## config.mk

```make
export PLATFORM = sky130hd
export DESIGN_NAME = interleaver_out_packer
export DESIGN_NICKNAME = d
export VERILOG_FILES = /design/src/rtl/interleaver_out_packer_pkg.sv /design/src/rtl/interleaver_out_packer_fifo.sv /design/src/rtl/interleaver_out_packer.sv
export SDC_FILE = /design/constraint.sdc
export NUM_CORES = 1
export LEC_CHECK = 0
export BUFFER_PORTS_ARGS = -buffer_cell sky130_fd_sc_hd__buf_4
export CELL_PAD_IN_SITES_DETAIL_PLACEMENT = 1
export CELL_PAD_IN_SITES_GLOBAL_PLACEMENT = 2
export CORE_MARGIN = 4
export CORE_UTILIZATION = 43
export CTS_BUF_LIST = sky130_fd_sc_hd__clkbuf_4
export CTS_CLUSTER_DIAMETER = 200
export DETAILED_ROUTE_END_ITERATION = 7
export PLACE_DENSITY = 0.94
export SLEW_MARGIN = 20
export SYNTH_ARGS = -nofsm -noshare
export SYNTH_HDL_FRONTEND = slang
export SYNTH_SLANG_ARGS = --single-unit
```

## constraint.sdc

```tcl
create_clock -name clk -period 3.54 [get_ports clk]
set_input_delay 1.062 -clock clk [delete_from_list [all_inputs] [get_ports clk]]
set_output_delay 1.062 -clock clk [all_outputs]
set_load 0.01 [all_outputs]
```

## src/rtl/interleaver_out_packer_pkg.sv

```systemverilog
// rtl/interleaver_out_packer_pkg.sv - shared constants and FSM encoding for the interleaver output packer
package interleaver_out_packer_pkg;

  localparam int BITCNT_W   = 13;
  localparam int FIFO_DEPTH = 4;
  localparam int FIFO_PTR_W = 2;
  localparam int FIFO_W     = 9;

  localparam logic [BITCNT_W-1:0] K_SMALL = 13'd1056;
  localparam logic [BITCNT_W-1:0] K_LARGE = 13'd6144;

  typedef enum logic [1:0] {
    ST_IDLE    = 2'd0,
    ST_COLLECT = 2'd1,
    ST_FLUSH   = 2'd2,
    ST_DONE    = 2'd3
  } state_t;

endpackage

```

## src/rtl/interleaver_out_packer_fifo.sv

```systemverilog
// rtl/interleaver_out_packer_fifo.sv - 4-entry {last, byte} FIFO between the packer and the consumer
module ilv_byte_fifo
  import interleaver_out_packer_pkg::*;
(
  input  logic              clk,
  input  logic              reset,
  input  logic              push,
  input  logic [FIFO_W-1:0] push_data,
  input  logic              pop,
  output logic [FIFO_W-1:0] rd_data,
  output logic              full,
  output logic              empty
);

  logic [FIFO_W-1:0]     mem [FIFO_DEPTH];
  logic [FIFO_PTR_W-1:0] wr_ptr;
  logic [FIFO_PTR_W-1:0] rd_ptr;
  logic [FIFO_PTR_W:0]   count;
  logic                  do_pop;
  logic                  do_push;

  assign full    = (count == (FIFO_PTR_W+1)'(FIFO_DEPTH));
  assign empty   = (count == '0);
  assign do_pop  = pop && !empty;
  // A pop in the same cycle frees the slot, so a full FIFO still accepts.
  assign do_push = push && (!full || do_pop);
  assign rd_data = empty ? '0 : mem[rd_ptr];

  always_ff @(posedge clk) begin
    if (reset) begin
      wr_ptr <= '0;
      rd_ptr <= '0;
      count  <= '0;
    end else begin
      if (do_push) begin
        mem[wr_ptr] <= push_data;
        wr_ptr      <= wr_ptr + 1'b1;
      end
      if (do_pop) begin
        rd_ptr <= rd_ptr + 1'b1;
      end
      count <= count + (FIFO_PTR_W+1)'(do_push) - (FIFO_PTR_W+1)'(do_pop);
    end
  end

endmodule

```

## src/rtl/interleaver_out_packer.sv

```systemverilog
// rtl/interleaver_out_packer.sv - packs the interleaver bit stream into bytes and frames the block
module interleaver_out_packer
  import interleaver_out_packer_pkg::*;
(
  input  logic       clk,
  input  logic       reset,
  input  logic       il_ready,
  input  logic       il_bit,
  input  logic       il_done,
  input  logic       block_size,
  output logic [7:0] out_data,
  output logic       out_valid,
  input  logic       out_ready,
  output logic       out_last,
  output logic       block_done,
  output logic       overflow,
  output logic       short_block
);

  state_t                state;
  state_t                state_next;
  logic [BITCNT_W-1:0]   bit_cnt;
  logic [BITCNT_W-1:0]   cnt_next;
  logic [BITCNT_W-1:0]   limit;
  logic [7:0]            byte_reg;
  logic [7:0]            byte_next;
  logic [7:0]            byte_keep;
  logic                  size_lat;
  logic                  size_sel;
  logic                  take;
  logic                  push;
  logic                  push_last;
  logic                  short_hit;
  logic                  pop;
  logic                  drop;
  logic                  fifo_full;
  logic                  fifo_empty;
  logic [FIFO_W-1:0]     head;

  // The first bit of a block sees block_size directly; later bits use the latched copy.
  assign size_sel = (state == ST_IDLE) ? block_size : size_lat;
  assign limit    = size_sel ? K_LARGE : K_SMALL;
  assign take     = il_ready && ((state == ST_IDLE) || (state == ST_COLLECT));
  assign pop      = out_valid && out_ready;
  assign drop     = push && fifo_full && !pop;

  always_comb begin
    state_next = state;
    cnt_next   = bit_cnt;
    byte_next  = byte_reg;
    byte_keep  = byte_reg;
    push       = 1'b0;
    push_last  = 1'b0;
    short_hit  = 1'b0;
    case (state)
      ST_IDLE, ST_COLLECT: begin
        if (take) begin
          byte_next[bit_cnt[2:0]] = il_bit;
          cnt_next                = bit_cnt + BITCNT_W'(1);
          state_next              = ST_COLLECT;
        end
        if (take && (cnt_next == limit)) begin
          push       = 1'b1;
          push_last  = 1'b1;
          state_next = ST_FLUSH;
        end else if ((state == ST_COLLECT) && il_done) begin
          // Early end: whatever is assembled goes out zero-padded and closes the block.
          short_hit  = 1'b1;
          push       = 1'b1;
          push_last  = 1'b1;
          state_next = ST_FLUSH;
        end else if (take && (bit_cnt[2:0] == 3'd7)) begin
          push = 1'b1;
        end
        byte_keep = push ? 8'h00 : byte_next;
      end
      ST_FLUSH: begin
        // Falling back on empty keeps a dropped last byte from stalling the FSM.
        if ((pop && head[8]) || fifo_empty) begin
          state_next = ST_DONE;
        end
      end
      ST_DONE: begin
        state_next = ST_IDLE;
        cnt_next   = '0;
        byte_keep  = 8'h00;
      end
      default: state_next = ST_IDLE;
    endcase
  end

  always_ff @(posedge clk) begin
    if (reset) begin
      state       <= ST_IDLE;
      bit_cnt     <= '0;
      byte_reg    <= '0;
      size_lat    <= 1'b0;
      overflow    <= 1'b0;
      short_block <= 1'b0;
    end else begin
      state    <= state_next;
      bit_cnt  <= cnt_next;
      byte_reg <= byte_keep;
      if ((state == ST_IDLE) && take) begin
        size_lat <= block_size;
      end
      if (drop) begin
        overflow <= 1'b1;
      end
      if (short_hit) begin
        short_block <= 1'b1;
      end
    end
  end

  ilv_byte_fifo u_fifo (
    .clk       (clk),
    .reset     (reset),
    .push      (push),
    .push_data ({push_last, byte_next}),
    .pop       (pop),
    .rd_data   (head),
    .full      (fifo_full),
    .empty     (fifo_empty)
  );

  assign out_valid  = !fifo_empty;
  assign out_data   = head[7:0];
  assign out_last   = head[8];
  assign block_done = (state == ST_DONE);

endmodule
```

# ---- After elaboration in Yosys (flattened, before gate mapping)
# Memory sizes are Yosys's and may differ from the RTL's. A register that Yosys moved wholly into a read port is not among the register bits.
# Cells that the tools add are included.
# Widths: inputs -> output; s select.
dict set report totals {
  ff_bits 33
  latch_bits 0
  ramBits 36
  mem_bits_ro 0
  output_inout_bits 13
  wordCells 81
  mem_count 1
}
# name depth word_bits read_ports rd_ports_with_merged_regs wr line_no
set mem_list {}
lappend mem_list {u_fifo.mem 4 9 1 1 1 interleaver_out_packer_fifo.sv:15} ;# logic [FIFO_W-1:0] mem [FIFO_DEPTH];
dict set report op_classes {
  add_sub_neg 5
  multipliers 0
  n_div 0
  order_cmp 2
  n_eq_ne 8
  n_shift 0
  muxes 33
  n_bitwise 0
  n_reduce_logical 23
}
# cell count
set op_table {}
lappend op_table {{$mux 13} 3}
lappend op_table {{$pmux 13 s2} 1}
lappend op_table {{$mux 8} 3}
lappend op_table {{$pmux 8 s2} 1}
lappend op_table {{$mux 1} 15}
lappend op_table {{$add 13x1->13 const B} 1}
lappend op_table {{$eq 13x13->1} 1}
lappend op_table {{$logic_and 1x1->1} 12}
lappend op_table {{$mux 2} 6}
lappend op_table {{$mux 9} 1}
lappend op_table {{$bwmux 8} 1}
lappend op_table {{$eq 3x3->1 const B} 2}
lappend op_table {{$pmux 2 s3} 1}
lappend op_table {{$add 2x1->2 const B} 2}
lappend op_table {{$eq 2x2->1 const B} 2}
lappend op_table {{$lt 3x4->1 const B} 1}
lappend op_table {{$ne 4x4->1 const B} 1}
lappend op_table {{$add 3x1->3} 1}
lappend op_table {{$demux 1 s3} 1}
lappend op_table {{$ge 3x1->1 const B} 1}
lappend op_table {{$logic_not 1->1} 3}
lappend op_table {{$logic_not 3->1} 1}
lappend op_table {{$logic_or 1x1->1} 3}
lappend op_table {{$sub 3x1->3} 1}
lappend op_table {{other kinds (6)} 6}

# ---- Depth between registers and ports, before layout
# Gate-level depths: netlist of run 1.
dict set report depth {
  ltp_word 14
  ltp_mapped 12
}

# ---- Modules after synthesis
# A second synthesis of run 1 with hierarchy kept.
dict set report unflattened {
  cells_unflattened 298
  hier_area_um2 3473.3
}
# mod instances cells_each area_per_inst_um2 seq_area_each_um2
set by_module_without_submodules {}
lappend by_module_without_submodules {ilv_byte_fifo 1 106 1839.3 1261.2}
lappend by_module_without_submodules {interleaver_out_packer 1 192 1634.1 520.5}

# ---- Worst setup path before layout of run 1
# OpenSTA, ideal clock, no wires.
dict set report synth_path {
  kind {input port to flip-flop}
  start {input il_ready}
  end {register u_fifo.count[2]}
  setup_ns 0.128
  arrival_ns 3.165
  required_ns 3.412
  slack_ns 0.248
  path_stages 12
  n_path_buf 1
  cell_sequence {nand3b_1 > buf_4 > nor4_4 > xnor2_1 > and4b_1 > o21ai_2 > a21oi_4 > ha_1 > fa_1 > xnor2_1 > xnor2_1 > nor2_1}
}
dict set report synth_via {
  elab_chain_cells 11
  elab_cells_between_ends 14
}
# item line_no
set synth_lines {}
lappend synth_lines {{from (decl)} interleaver_out_packer.sv:7} ;# input logic il_ready,
lappend synth_lines {{$logic_and 1x1->1 (*)} interleaver_out_packer.sv:43} ;# assign take = il_ready && ((state == ST_IDLE) || (state == ST_COLLECT));
lappend synth_lines {{$mux 13} interleaver_out_packer.sv:57} ;# if (take) begin
lappend synth_lines {{$mux 13} interleaver_out_packer.sv:55} ;# case (state)
lappend synth_lines {{$eq 13x13->1} interleaver_out_packer.sv:62} ;# if (take && (cnt_next == limit)) begin
lappend synth_lines {{$logic_and 1x1->1} interleaver_out_packer.sv:62}
lappend synth_lines {{$mux 1 (*)} interleaver_out_packer.sv:62}
lappend synth_lines {{$mux 1 (*) (2 in a row)} interleaver_out_packer.sv:55}
lappend synth_lines {{$logic_and 1x1->1 (*)} interleaver_out_packer_fifo.sv:26} ;# assign do_push = push && (!full || do_pop);
lappend synth_lines {{$add 3x1->3 (*)} interleaver_out_packer_fifo.sv:42} ;# count <= count + (FIFO_PTR_W+1)'(do_push) - (FIFO_PTR_W+1)'(do_pop);
lappend synth_lines {{$sub 3x1->3 (*)} interleaver_out_packer_fifo.sv:42}
lappend synth_lines {{to (signal assigned)} interleaver_out_packer_fifo.sv:42}
lappend synth_lines {{to (decl)} interleaver_out_packer_fifo.sv:18} ;# logic [FIFO_PTR_W:0] count;
# Mark *: on every way between the ends. The rest lies on a longest branch, timed or not. The select of a mux whose other input is x is not followed.
# A chain may end at the register's enable or synchronous reset.

# ---- Final worst setup path of run 1
dict set report layout_path {
  start {input il_ready}
  end {register u_fifo.count[1]}
}
# The elaborated chain is that of the path after synthesis.

==> flow_metrics.tcl, run 1 <==
set metrics [dict create \
    drv_slew 0 \
    vias 2403 \
    postLayoutSetupSlackWorst_ns 0.3851 \
    wirelength_um 7566 \
    final_cell_mix "40 x nor2_1, 38 x buf_4, 36 x edfxtp_1" \
    rows 32 \
    power_leakage_uw 0.001497 \
    grt_pass1_vias 2444 \
    cts.path.max_buffers 2 \
    place_area_mm2 0.003726 \
    grt_max_degree 42 \
    synth-edff-count 36 \
    antenna_found_initial 0 \
    endpoint_kind "flip-flop" \
    intPower_uw 1530 \
    fmax_ghz 0.3170 \
    overflow 0 \
    cts.clk_slew.worst_paths_ns 0.12 \
    status "finished clean" \
    clockRootBuffer "clkbuf_4" \
    drt-pass1-iter-count 4 \
    coreArea_mm2 0.007687 \
    cap_viol_max_count 0 \
    die_w_um 96.59 \
    insertedDiodeCount 0 \
    place.gp.congestion 0.7852 \
    syn_nets 309 \
    place_ws_ns -0.07271 \
    wl_per_cell_um 17.43 \
    cts_hold_buf 0 \
    ant_nets 0 \
    hpwlAfterDp_um 5622 \
    min_path_type "flip-flop to flip-flop" \
    largest_reg_flops 36 \
    grt_pass1_wl_um 12520 \
    io_pins 20 \
    cts_buffers 9 \
    port-buffer-count 19 \
    drc 0 \
    switching_share_pct 28.90 \
    worstSetupPathType "primary input to flip-flop" \
    synthArstFlopShare_pct 0 \
    p_comb_share_pct 22.8 \
    crit_path_max_fanout 7 \
    cts.sinks 71 \
    hold_viol 0 \
    die_y_um 96.59 \
    seqPwrFrac_pct 44.9 \
    netlist_area_mm2 0.003374 \
    track_usage_pct 18.02 \
    place_inst 418 \
    h-tree-depth 3 \
    fin_nets 343 \
    yosysSeqAreaShare_pct 52.80 \
    netlist-cell-type-count 54 \
    avgViaCountPerCell 5.537 \
    start_util_pct 43.90 \
    yosysWarnings 0 \
    fillers 848 \
    fin_cells 434 \
    cts_resized 0 \
    crit_arrival_ns 3.46 \
    dieArea_mm2 0.009329 \
    power.share.clock_pct 32.2 \
    cts_tree "yes" \
    area_delta_synth_final_pct 16.20 \
    rsz0062_at_grt "false" \
    fin_crit_sh_pct 89.12 \
    p_total_uw 2153 \
    finish.utilization_pct 51.01 \
    synthCells 293 \
    drive_gt1_share_pct 23.49 \
    period_needed_ns 3.155 \
    ys_ff_latch 71 \
    critPathLaunchType "primary input" \
    switchingPower_uw 622.1 \
    postSynthAreaPerCell_um2 11.52 \
    layout_commonest_cell "nor2_1" \
    final-setup-viol-count 0 \
    power_density_mw_per_mm2 548.9 \
    slew-limit-headroom_pct 37.47 \
    fin_skew_ns 0.01508 \
    vdd_drop_max_mv 0.2188 \
    final_cell_area_mm2 0.003921 \
    clk_latency_ns 0.43 \
    synthFlopType "edfxtp_1" \
    critPathRequiredTime_ns 3.85 \
    cts_setup_buffers 0 \
    tightest_slew_ns 0.9360 \
    drtIter0Drc 90 \
]
worst max-delay path, stage by stage:
cell	delay, ns
buf_4	0.14
nand3b_1	0.21
buf_4	0.18
nor2_2	0.04
or4_1	0.42
a211oi_1	0.37
o21ai_2	0.14
a21oi_4	0.17
ha_1	0.18
fa_1	0.40
nor2b_1	0.13
path summary, 6_finish.rpt:
kind,start,to,slack [ns],cells after the start
max,il_ready,u_fifo.count[1]$_SDFF_PP0_,0.39,11
min reg2reg,short_block$_SDFFE_PP0P_,short_block$_SDFFE_PP0P_,0.49,2
min,short_block$_SDFFE_PP0P_,short_block$_SDFFE_PP0P_,0.49,2
max reg2reg,state[1]$_SDFFE_PP0P_,u_fifo.count[1]$_SDFF_PP0_,0.46,10
power by group through the flow:
stage / Combinational (uW) / Clock [uW] / Sequential (uW)
floorplan: 349 / 0 / 944
global placement: 474 / 0 / 984
detailed placement: 501 / 0 / 988
CTS: 503 / 711 / 970
global route: 544 / 758 / 981
finish: 491 / 694 / 967
per-stage QoR:
| step | hold WS (ns) | setup TNS (ns) |
|---|---|---|
| 2_1_floorplan | 0.4462 | 0 |
| 3_3_place_gp | 0.4567 | 0 |
| 3_5_place_dp | 0.4677 | -0.7583 |
| 4_1_cts | 0.4984 | 0 |
| 5_1_grt | 0.5274 | 0 |
| 6_report | 0.4900 | 0 |
synthesized netlist by cell type (3+ instances only):
cell,number,area [um^2]
and2_1,11,68.82
dfxtp_1,35,700.7
a211oi_1,3,22.52
a32oi_1,7,61.31
nand3_1,5,25.02
mux2_2,6,67.56
a22oi_1,3,22.52
nor3_1,8,40.04
edfxtp_1,36,1081
a21oi_1,11,55.05
clkbuf_1,11,41.29
mux4_2,9,202.7
o211ai_1,6,45.04
nand2b_1,5,31.28
and3b_1,4,35.03
nor3b_1,3,22.52
or3_1,3,18.77
nand3b_1,3,22.52
nor2b_1,5,31.28
nor2_1,40,150.1
xnor2_1,8,70.07
nand2_1,9,33.78
o21ai_0,7,35.03
inv_1,8,30.03
mux2_1,4,45.04
ha_1,8,100.1
per-layer routing:
| layer | vias to the layer above | GRT usage [%] | share of wire (%) |
|---|---|---|---|
| li1 | 1153 | - | - |
| met1 | 1215 | 22.61 | 43 |
| met2 | 30 | 30.63 | 53 |
| met3 | 5 | 3.950 | 2.9 |
| met4 | 0 | 6.308 | 0.90 |
| met5 | - | 0 | 0 |
final cells by class:
class | instances | area, um^2 | area share (%)
clock inverters | 7 | 127.6 | 3.255
repair buffers | 38 | 285.3 | 7.275
multi-input cells | 199 | 1501 | 38.29
flip-flops and latches | 71 | 1782 | 45.44
well taps | 102 | 127.6 | 3.255
inverters | 8 | 30.03 | 0.7658
clock buffers | 9 | 67.56 | 1.723
cell families (layout without fill, tap and decap cells):
group,after synthesis,after routing,synth area share [%]
simple gates,113,113,19.10
mux,21,21,9.937
compound gates,47,47,9.566
buf+inv,23,62,2.707
xor+xnor,9,9,2.336
fa+ha+maj,9,9,3.560
flops,71,71,52.80
No activity file was read; power rests on OpenSTA's default activity.
==> run 2: changes to the inputs <==
CORE_UTILIZATION = 41   (was 43)
CTS_BUF_LIST = not set   (was sky130_fd_sc_hd__clkbuf_4)
HOLD_SLACK_MARGIN = 0.05   (was not set)
PLACE_DENSITY = 0.91   (was 0.94)
==> flow_metrics.tcl, run 2 (synthesis gave the netlist of run 1 again) <==
set metrics [dict create \
    rr_worst_depth 12 \
    fin_skew_ns 0.005405 \
    slew-limit-headroom_pct 32.57 \
    track_usage_pct 17.50 \
    crit_arrival_ns 3.45 \
    final_cell_area_mm2 0.003983 \
    fillers 852 \
    coreArea_mm2 0.007848 \
    regArea_mm2 0.001782 \
    endpoint_kind "flip-flop" \
    switchingPower_uw 629.1 \
    intPower_uw 1639 \
    p_comb_share_pct 21.5 \
    fin_crit_sh_pct 91.28 \
    place_inst 412 \
    largest_reg_flops 36 \
    cts_buffers 9 \
    crit_path_start "il_ready" \
    fin_nets 337 \
    place_area_mm2 0.003731 \
    crit_path_max_fanout 7 \
    cts.sinks 71 \
    die_y_um 98.72 \
    grt_pass1_wl_um 13300 \
    cpPeakStageDelay_ns 0.41 \
    io_pins 20 \
    port-buffer-count 19 \
    cp_slowest_cell "o21ai_0" \
    r2r-start "bit_cnt[0]$_SDFFE_PP0P_" \
    power.share.clock_pct 35.8 \
    cts_resized 0 \
    clockRootBuffer "clkbuf_8" \
    grt_pass1_vias 2522 \
    antenna_found_initial 0 \
    insertedDiodeCount 0 \
    critPathRequiredTime_ns 3.76 \
    drc 0 \
    min_path_type "flip-flop to flip-flop" \
    wl_per_cell_um 18.57 \
    place_ws_ns 0.01104 \
    power_density_mw_per_mm2 569.5 \
    hold_viol 0 \
    regToRegSetupSlack_ns 0.53 \
    cap_viol_max_count 0 \
    start_util_pct 43.00 \
    cts_hold_buf 0 \
    r2r_end "u_fifo.count[2]$_SDFF_PP0_" \
    path_common_cell "xnor2_1" \
    clk_latency_ns 0.34 \
    fin_hold_ws_ns 0.4822 \
    fin_cells 428 \
    cts.path.max_buffers 2 \
    ant_nets 0 \
    drtIter0Drc 62 \
    final-setup-viol-count 0 \
    cts_tree "yes" \
    rsz0062_at_grt "false" \
    cts_setup_buffers 0 \
    period_needed_ns 3.231 \
    critPathLaunchType "primary input" \
    cts.clk_slew.worst_paths_ns 0.08 \
    vias 2362 \
    wirelength_um 7947 \
    power_leakage_uw 0.001500 \
    hpwlAfterDp_um 5521 \
    h-tree-depth 3 \
    drive_gt1_share_pct 22.09 \
    switching_share_pct 27.74 \
    dieArea_mm2 0.009746 \
    seqPwrFrac_pct 42.7 \
    grt_max_degree 42 \
    fmax_ghz 0.3095 \
    drt-pass1-iter-count 4 \
    tns_ns 0 \
    worstPathCellList "buf_4 -> nand3b_1 -> o21ai_0 -> a21oi_1 -> and4b_1 -> o21ai_2 -> a21oi_4 -> ha_1 -> fa_1 -> xnor2_1 -> xnor2_1 -> nor2_1" \
    rows 32 \
    area_delta_synth_final_pct 18.02 \
    worstSetupPathType "primary input to flip-flop" \
    place.gp.congestion 0.7800 \
    layout_commonest_cell "nor2_1" \
    postLayoutSetupSlackWorst_ns 0.3088 \
    status "finished clean" \
    tightest_slew_ns 1.009 \
    crit_end "u_fifo.count[2]$_SDFF_PP0_" \
    avgViaCountPerCell 5.519 \
    multi_input_area_mm2 0.001501 \
    vdd_drop_max_mv 0.2138 \
    drv_slew 0 \
    final_cell_mix "40 x nor2_1, 36 x edfxtp_1, 35 x dfxtp_1" \
    overflow 0 \
    die_w_um 98.72 \
]
run 2: worst min-delay path by stage:
stage / startpoint / end / slack, ns / depth (start not counted)
final: short_block$_SDFFE_PP0P_ / short_block$_SDFFE_PP0P_ / 0.48 / 2
after CTS: size_lat$_SDFFE_PP0P_ / size_lat$_SDFFE_PP0P_ / 0.48 / 2
after global routing: size_lat$_SDFFE_PP0P_ / size_lat$_SDFFE_PP0P_ / 0.50 / 2
after global placement: short_block$_SDFFE_PP0P_ / short_block$_SDFFE_PP0P_ / 0.45 / 2
after floorplan: byte_reg[7]$_SDFFE_PP0P_ / byte_reg[7]$_SDFFE_PP0P_ / 0.45 / 2
after detailed placement: short_block$_SDFFE_PP0P_ / short_block$_SDFFE_PP0P_ / 0.46 / 2
run 2: routing by layer:
layer | track usage (%) | vias to the layer above | wire, um
met2 | 31.05 | 30 | 4069
li1 | - | 1138 | -
met4 | 4.517 | 0 | 71
met5 | 0 | - | 0
met1 | 21.88 | 1188 | 3630
met3 | 3.397 | 6 | 176
run 2: stage by stage:
step | util [%] | power [uW]
5_1_grt | 50.75 | 2393
2_1_floorplan | - | 1293
3_5_place_dp | 47.54 | 1487
4_1_cts | 50.75 | 2304
3_3_place_gp | 47.54 | 1463
6_report | 50.75 | 2268
run 2: critical path: cells and delay by family:
| family | cells | cell delay, ns |
|---|---|---|
| AOI/OAI and AO/OA | 4 | 0.84 |
| xor gates and xnor gates | 2 | 0.32 |
| adders and majority gates | 2 | 0.58 |
| buffers and inverters | 1 | 0.12 |
| and+or+nand+nor | 3 | 0.51 |
run 2: power groups by stage:
stage	Sequential, uW	Combinational [uW]	Clock [uW]
2_1_floorplan	944	349	0
3_3_place_gp	985	478	0
6_report	968	487	812
4_1_cts	970	501	833
3_5_place_dp	989	498	0
5_1_grt	980	540	874
run 2: area by class of cell:
cell class | count | area share [%]
clock inverters | 7 | 3.205
well taps | 102 | 3.205
clock buffers | 9 | 3.110
multi-input cells | 199 | 37.70
repair buffers | 32 | 7.289
flip-flops and latches | 71 | 44.74
inverters | 8 | 0.7540
==> run 3: changes to the inputs <==
SETUP_SLACK_MARGIN = 0.2   (was not set)
clock period = 3.2 ns   (was 3.54 ns; I/O delays follow)
==> flow_metrics.tcl, run 3 (synthesis gave the netlist of run 1 again) <==
set metrics [dict create \
    final-setup-viol-count 0 \
    grt_pass1_wl_um 13200 \
    fin_crit_sh_pct 91.72 \
    critPathRequiredTime_ns 3.43 \
    fmax_ghz 0.3407 \
    slew-limit-headroom_pct 30.50 \
    hold_viol 0 \
    status "finished clean" \
    endpoint_kind "flip-flop" \
    cts.path.max_buffers 2 \
    crit_path_max_fanout 5 \
    drc 0 \
    port-buffer-count 19 \
    r2r-start "bit_cnt[0]$_SDFFE_PP0P_" \
    critPathLaunchType "primary input" \
    grt_max_degree 42 \
    cts_hold_buf 0 \
    overflow 0 \
    drt-pass1-iter-count 4 \
    rr_worst_depth 12 \
    fin_nets 343 \
    die_w_um 98.72 \
    rsz0062_at_grt "true" \
    drtIter0Drc 152 \
    avgViaCountPerCell 5.512 \
    power_density_mw_per_mm2 592.9 \
    power_leakage_uw 0.001510 \
    worstSetupPathType "primary input to flip-flop" \
    min_path_type "flip-flop to flip-flop" \
    cts_tree "yes" \
    insertedDiodeCount 0 \
    area_delta_synth_final_pct 19.69 \
    track_usage_pct 17.25 \
    fin_skew_ns 0.01223 \
    tightest_slew_ns 1.040 \
    largest_reg_flops 36 \
    cts_buffers 9 \
    tns_ns 0 \
    ant_nets 0 \
    cts.clk_slew.worst_paths_ns 0.08 \
    final_cell_mix "40 x nor2_1, 36 x edfxtp_1, 34 x buf_4" \
    period_needed_ns 2.935 \
    coreArea_mm2 0.007848 \
    fin_cells 434 \
    rows 32 \
    hpwlAfterDp_um 5667 \
    dieArea_mm2 0.009746 \
    cap_viol_max_count 0 \
    fillers 868 \
    wl_per_cell_um 18.08 \
    grt_pass1_vias 2584 \
    drv_slew 0 \
    crit_arrival_ns 3.17 \
    h-tree-depth 3 \
    cts.sinks 71 \
    vias 2392 \
    crit_path_start "il_ready" \
    die_y_um 98.72 \
    layout_commonest_cell "nor2_1" \
    wirelength_um 7846 \
    place.gp.congestion 0.8049 \
    hp-start "byte_reg[7]$_SDFFE_PP0P_" \
    start_util_pct 43.00 \
    vdd_drop_max_mv 0.2137 \
    antenna_found_initial 0 \
    drive_gt1_share_pct 27.41 \
    whs_path_depth 2 \
    clk_latency_ns 0.35 \
    clockRootBuffer "clkbuf_8" \
    io_pins 20 \
    place_inst 418 \
]
==> run 3: layout make-up <==
cell class	instances	area, um^2	area share (%)
clock buffer	9	123.9	3.067
clock inverter	7	78.83	1.952
inverter	8	30.03	0.7435
multi-input combinational	199	1558	38.57
sequential	71	1785	44.21
tap	102	127.6	3.160
timing repair buffer	38	335.3	8.302
==> run 3: critical path: stages <==
cell and delay (ns):
buf_4 0.11, nand3b_1 0.15, buf_4 0.21, nor4_4 0.17, xnor2_2 0.13, and4b_1 0.25, o21ai_2 0.19, a21oi_4 0.08
ha_2 0.18, fa_2 0.36, xnor2_2 0.15, xnor2_1 0.18, nor2_1 0.06
==> run 3: final timing paths <==
| check | slack (ns) | end |
|---|---|---|
| worst min register to register | 0.48 | byte_reg[7]$_SDFFE_PP0P_ |
| worst max-delay path | 0.26 | u_fifo.count[2]$_SDFF_PP0_ |
| worst max register to register | 0.32 | u_fifo.count[2]$_SDFF_PP0_ |
| worst min-delay path | 0.48 | byte_reg[7]$_SDFFE_PP0P_ |
==> run 3: what timing repair did <==
item / CTS / global route
pin swaps: 0 / 1
buffers inserted: 0 / 0
resized for setup: 1 / 7
endpoints found under the setup margin: 1 / 42
==> run 3: routing by layer <==
metal / vias to the layer above / track usage, % / wire length, um
met5: - / 0 / 0
met2: 40 / 29.23 / 4106
li1: 1146 / - / -
met3: 9 / 2.477 / 236
met1: 1197 / 21.79 / 3385
met4: 0 / 7.983 / 117
==> run 3: where the power goes <==
group / internal, uW / switching, uW / total (uW)
combinational: 305 / 281 / 587
sequential: 1000 / 59.3 / 1060
clock: 368 / 378 / 746
==> run 3: per-stage QoR <==
stage          util (%)  worst slack, ns  power [uW]  hold slack [ns]  instance area, um^2
5_1_grt           51.47           0.1167        2527           0.5197                 4039
3_5_place_dp      48.55          -0.1126        1680           0.4636                 3810
6_report          51.47           0.2650        2395           0.4795                 4039
4_1_cts           51.15           0.2122        2427           0.4785                 4014
2_1_floorplan         -           0.1363        1450           0.4462                 3412
3_3_place_gp      48.55          0.02313        1645           0.4609                 3810
